[config.mk]
export PLATFORM = sky130hd
export DESIGN_NAME = mac_stream_reducer
export DESIGN_NICKNAME = d
export VERILOG_FILES = /design/src/rtl/mac_stream_reducer.sv
export SDC_FILE = /design/constraint.sdc
export NUM_CORES = 1
export LEC_CHECK = 0
export BUFFER_PORTS_ARGS = -buffer_cell sky130_fd_sc_hd__buf_2
export CAP_MARGIN = 10
export CORE_MARGIN = 10
export CORE_UTILIZATION = 43
export CTS_BUF_LIST = sky130_fd_sc_hd__clkbuf_16
export DETAILED_ROUTE_END_ITERATION = 10
export MAX_ROUTING_LAYER = met4
export SYNTH_ARGS = -nofsm -noshare
export SYNTH_HDL_FRONTEND = slang
export SYNTH_SLANG_ARGS = --single-unit
[constraint.sdc]
create_clock -name clk_i -period 3.9 [get_ports clk_i]
set_input_delay 0.78 -clock clk_i [delete_from_list [all_inputs] [get_ports clk_i]]
set_output_delay 0.78 -clock clk_i [all_outputs]
set_load 0.02 [all_outputs]
[src/rtl/mac_stream_reducer.sv]
// Stream reducer: sums a fixed-length job of signed words from the MAC result
// stream, shifts and saturates the sum, and hands one result to the sink.
module mac_stream_reducer #(
  parameter int unsigned DATA_WIDTH = 32,
  parameter int unsigned CNT_WIDTH  = 16
) (
  input  logic                                       clk_i,
  input  logic                                       rst_i,
  input  logic                                       clear_i,
  input  logic                                       start_i,
  input  logic [CNT_WIDTH-1:0]                       len_i,
  input  logic [$clog2(DATA_WIDTH+CNT_WIDTH)-1:0]    shift_i,
  input  logic [DATA_WIDTH-1:0]                      d_data_i,
  input  logic                                       d_valid_i,
  output logic                                       d_ready_o,
  output logic [DATA_WIDTH-1:0]                      r_data_o,
  output logic                                       r_valid_o,
  input  logic                                       r_ready_i,
  output logic                                       busy_o,
  output logic                                       done_o,
  output logic [CNT_WIDTH-1:0]                       cnt_o
);

  localparam int unsigned ACC_W   = DATA_WIDTH + CNT_WIDTH;
  localparam int unsigned SHIFT_W = $clog2(ACC_W);
  localparam int unsigned TOP_W   = ACC_W - DATA_WIDTH + 1;

  localparam logic [1:0] IDLE = 2'd0;
  localparam logic [1:0] ACC  = 2'd1;
  localparam logic [1:0] OUT  = 2'd2;

  logic [1:0]              state_q;
  logic [1:0]              state_n;
  logic [CNT_WIDTH-1:0]    len_q;
  logic [SHIFT_W-1:0]      shift_q;
  logic signed [ACC_W-1:0] acc_q;
  logic [CNT_WIDTH-1:0]    cnt_q;
  logic [CNT_WIDTH-1:0]    cnt_inc;
  logic                    d_ready_q;
  logic                    r_valid_q;
  logic [DATA_WIDTH-1:0]   r_data_q;
  logic                    busy_q;
  logic                    done_q;

  logic signed [ACC_W-1:0] d_ext;
  logic signed [ACC_W-1:0] acc_sum;
  logic signed [ACC_W-1:0] acc_shr;
  logic [TOP_W-1:0]        top_bits;
  logic [DATA_WIDTH-1:0]   sat_c;
  logic                    d_hs;
  logic                    last_hs;

  assign d_hs    = d_valid_i && d_ready_q;
  assign cnt_inc = cnt_q + CNT_WIDTH'(1);
  assign last_hs = d_hs && (cnt_inc == len_q);

  // Running sum including the word on the bus, shifted and clamped to the output range
  always_comb begin
    d_ext    = {{CNT_WIDTH{d_data_i[DATA_WIDTH-1]}}, d_data_i};
    acc_sum  = acc_q + d_ext;
    acc_shr  = acc_sum >>> shift_q;
    top_bits = acc_shr[ACC_W-1:DATA_WIDTH-1];
    if ((&top_bits) || !(|top_bits)) begin
      sat_c = acc_shr[DATA_WIDTH-1:0];
    end else if (acc_shr[ACC_W-1]) begin
      sat_c = {1'b1, {(DATA_WIDTH-1){1'b0}}};
    end else begin
      sat_c = {1'b0, {(DATA_WIDTH-1){1'b1}}};
    end
  end

  // Next-state logic; clear forces IDLE regardless of any other event
  always_comb begin
    state_n = state_q;
    case (state_q)
      IDLE: if (start_i) state_n = (len_i != '0) ? ACC : OUT;
      ACC:  if (last_hs) state_n = OUT;
      OUT:  if (r_ready_i) state_n = IDLE;
      default: state_n = IDLE;
    endcase
    if (clear_i) state_n = IDLE;
  end

  // State register
  always_ff @(posedge clk_i or posedge rst_i) begin
    if (rst_i) state_q <= IDLE;
    else       state_q <= state_n;
  end

  // Status flags registered from the next state so they line up with it
  always_ff @(posedge clk_i or posedge rst_i) begin
    if (rst_i) begin
      d_ready_q <= 1'b0;
      busy_q    <= 1'b0;
    end else begin
      d_ready_q <= (state_n == ACC);
      busy_q    <= (state_n != IDLE);
    end
  end

  // Job parameters, accumulator, counter, result and done pulse
  always_ff @(posedge clk_i or posedge rst_i) begin
    if (rst_i) begin
      len_q     <= '0;
      shift_q   <= '0;
      acc_q     <= '0;
      cnt_q     <= '0;
      r_data_q  <= '0;
      r_valid_q <= 1'b0;
      done_q    <= 1'b0;
    end else begin
      done_q <= 1'b0;
      if (clear_i) begin
        acc_q     <= '0;
        cnt_q     <= '0;
        r_data_q  <= '0;
        r_valid_q <= 1'b0;
      end else begin
        case (state_q)
          IDLE: begin
            if (start_i) begin
              len_q   <= len_i;
              shift_q <= shift_i;
              acc_q   <= '0;
              cnt_q   <= '0;
              if (len_i == '0) begin
                r_data_q  <= '0;
                r_valid_q <= 1'b1;
              end
            end
          end
          ACC: begin
            if (d_hs) begin
              acc_q <= acc_sum;
              cnt_q <= cnt_inc;
              if (last_hs) begin
                r_data_q  <= sat_c;
                r_valid_q <= 1'b1;
              end
            end
          end
          OUT: begin
            if (r_ready_i) begin
              r_valid_q <= 1'b0;
              done_q    <= 1'b1;
            end
          end
          default: ;
        endcase
      end
    end
  end

  assign d_ready_o = d_ready_q;
  assign r_data_o  = r_data_q;
  assign r_valid_o = r_valid_q;
  assign busy_o    = busy_q;
  assign done_o    = done_q;
  assign cnt_o     = cnt_q;

endmodule
==> reports/results.ini <==
[status]
status = finished with violations
violations = negative setup slack

[sta]
hold_slack_ns = 0.420
fmax_ghz = 0.210
rsz0062_at_grt = true
timing.final.crit_share = 1.22
slew_viol_final = 0
fin_skew_ns = 0.0112
finalHoldViolCount = 0
relSlewSlack = 0.555
setup_ws_ns = -0.866
min_period_ns = 4.77
worst_pin_slew_ns = 0.668
finalSetupViolations = 31

[global_route]
grt_pass1_wl_microns = 77700
grt_pass1_vias = 13300
grt_antenna_before_repair = 0
grt_overflow = 0
grt_max_degree = 96
grt.total_usage = 0.287

[setup_path]
cp.arrival_ns = 5.09
critPathKind = primary input to flip-flop
critPathMaxFanout = 5
end_kind = flip-flop
r2r_start = acc_q[0]
crit_start = d_data_i[0]
worst_setup_path_start_kind = primary input
worstPathRequired_ns = 4.23

[place]
postPlaceCellArea_sq_um = 15900
gp_congestion = 1.01
preCtsSetupSlack_ns = -1.49
hpwl_microns = 39700
io_buffer_count = 111
dpl.cell_count = 2318

[layout]
nNetsFinal = 2090
area_growth_pct = 43.1
finalNonFillerCells = 2371
n_antenna_cell = 0
design_area_sq_um = 17200
drive_above_1_share = 0.371

[clocking]
clock-sinks = 124
root_buffer = clkbuf_16
postCtsHoldBufs = 0
htree_levels = 4
clockBufferDepth = 2
cts_tree = built
cts_inserted_buffers = 17
path_clk_slew_ns = 0.06
clock_latency_ns = 0.45

[synthesis]
syn_area_sq_um = 12000
syn_area_per_cell_sq_um = 7.99
netlist_instances = 1504
ys_seq_area_frac = 0.258
synth-main-ff-cell = dfrtp_1
yosysWarnings = 0
synth_edf_count = 0
synthArstFlopShare = 1.00
syn_nets = 1613
ys_ff_latch = 124
synth_cell_types = 89

[drt]
drtIter0Drc = 1009
ant_nets = 0
drc = 0
routedWlPerCell_microns = 21.1
wirelength_microns = 50000
route.vias.total = 13800
post_drt_via_cell_ratio = 5.80
first_pass_iters = 7

[die]
rows = 61
die_area_sq_um = 35000
die_w_microns = 187
coreArea_sq_um = 27700
start_util = 0.434
io_pins = 112
die_h_microns = 187

[flow_run]
max_cap_viol_count = 0

[power_and_ir_drop]
leakagePower_nw = 8.10
power_density_nw_per_um2 = 379
ir_worst_vdd_v = 0.000353
total_power_mw = 6.51

[hold_path]
min_path_type = primary input to async pin

## sequential cells by signal, indices dropped and copies added, names as in the netlist
name / count
cnt_o: 16
r_data_o: 32
state_q: 2
len_q: 16
acc_q: 48
r_valid_o: 1
done_o: 1
shift_q: 6
d_ready_o: 1
busy_o: 1
## Yosys cell counts (all sizes together) (5+ instances only)
cell type,n,area share
nand2,193,0.061
a22o,35,0.026
xor2,33,0.024
mux2i,78,0.065
a31oi,7,0.0036
dfrtp,124,0.26
nand4,24,0.012
o21bai,6,0.0037
or2,5,0.0026
a221oi,5,0.0042
a21o,20,0.012
and4,17,0.013
o21ai,131,0.055
buf,35,0.014
xnor2,37,0.027
a21oi,124,0.052
nand3,44,0.018
or3,9,0.0047
o2111ai,5,0.0036
o21a,10,0.0062
inv,16,0.0050
a211oi,36,0.026
a211o,5,0.0036
mux2,28,0.026
nor4,8,0.0042
ha,48,0.050
and3,17,0.0089
o221ai,8,0.0064
nor2,140,0.044
mux4,12,0.022
a32oi,10,0.0079
nor3,21,0.0087
o211ai,40,0.025
and2,19,0.0099
nand2b,5,0.0026
o22ai,6,0.0031
o31ai,10,0.0062
clkbuf,65,0.021
## routing by layer
layer  up-vias  wire [microns]  global-route usage  part of all wire
met3        62            3020              0.0479             0.060
met5         -               0                   -                 0
met4         0            1080              0.0751             0.022
met1      6631           22700               0.376              0.45
li1       6599               -                   -                 -
met2       460           23200               0.450              0.46
## worst paths after layout
kind | end | slack [ns] | cells after the start
min in group clk_i | r_data_o[6] | 0.48 | 2
worst max-delay path | r_data_o[29] | -0.87 | 18
worst min-delay path | done_o | 0.42 | 2
worst min register to register | r_data_o[6] | 0.48 | 2
worst max register to register | r_data_o[29] | -0.85 | 17
max in group asynchronous | acc_q[29] | 2.51 | 3
## cell type report
| cell class | count | area, sq um |
|---|---|---|
| clock buffers | 17 | 425 |
| clock inverters | 14 | 193 |
| fillers | 2537 | 10500 |
| inverters | 19 | 75.1 |
| multi-input cells | 1263 | 8950 |
| flip-flops and latches | 124 | 3100 |
| well taps | 378 | 473 |
| repair buffers | 556 | 3980 |
## power breakdown
part | internal (mW) | switching [mW] | leakage (nW)
Sequential | 1.39 | 0.0722 | 1.67
Combinational | 1.47 | 1.85 | 6.14
Clock | 1.07 | 0.665 | 0.299
Total | 3.93 | 2.58 | 8.10
## placed cells by master, fill, tap and decap left out, drive strengths merged, types with 28 or more instances in the layout
cell / Yosys / routed
buf: 35 / 556
nand2: 193 / 194
nor2: 140 / 140
o21ai: 131 / 131
dfrtp: 124 / 124
a21oi: 124 / 124
mux2i: 78 / 78
ha: 48 / 48
nand3: 44 / 44
o211ai: 40 / 40
xnor2: 37 / 37
a211oi: 36 / 36
a22o: 35 / 35
xor2: 33 / 33
mux2: 28 / 28
## logic make-up (layout without fill, tap and decap cells)
group,count (synthesis),count (layout),synth area share
xor gates and xnor gates,70,70,0.0510
AOI/OAI and AO/OA,503,504,0.282
buffers and inverters,119,606,0.0407
adders and majority gates,49,49,0.0517
and+or+nand+nor,521,522,0.202
DFF,124,124,0.258
muxes,118,118,0.114
## timing repair
item                       4_1_cts  5_1_grt
pin swaps                       11       25
gates cloned                     2        0
resized for setup               63       36
setup buffers                   15        6
setup endpoints to repair       31       31
## critical path, cell delays in order
cell       delay, ns
buf_6           0.10
ha_4            0.16
fa_2            0.42
a211oi_4        0.30
o211ai_1        0.15
nand2_1         0.15
buf_6           0.12
a2111oi_4       0.08
a41o_1          0.28
or3_4           0.42
a32oi_4         0.27
o211ai_4        0.14
mux4_2          0.50
o21bai_1        0.18
a211o_1         0.36
o32a_4          0.43
a211oi_2        0.15
o21ai_1         0.09
## stage by stage
step,TNS (ns),utilization
2_1_floorplan,-18.27,-
6_report,-24.76,0.621
4_1_cts,-19.89,0.613
5_1_grt,-28.51,0.621
3_3_place_gp,-42.43,0.575
3_5_place_dp,-42.50,0.575
Power figures use the tool's default switching activity.
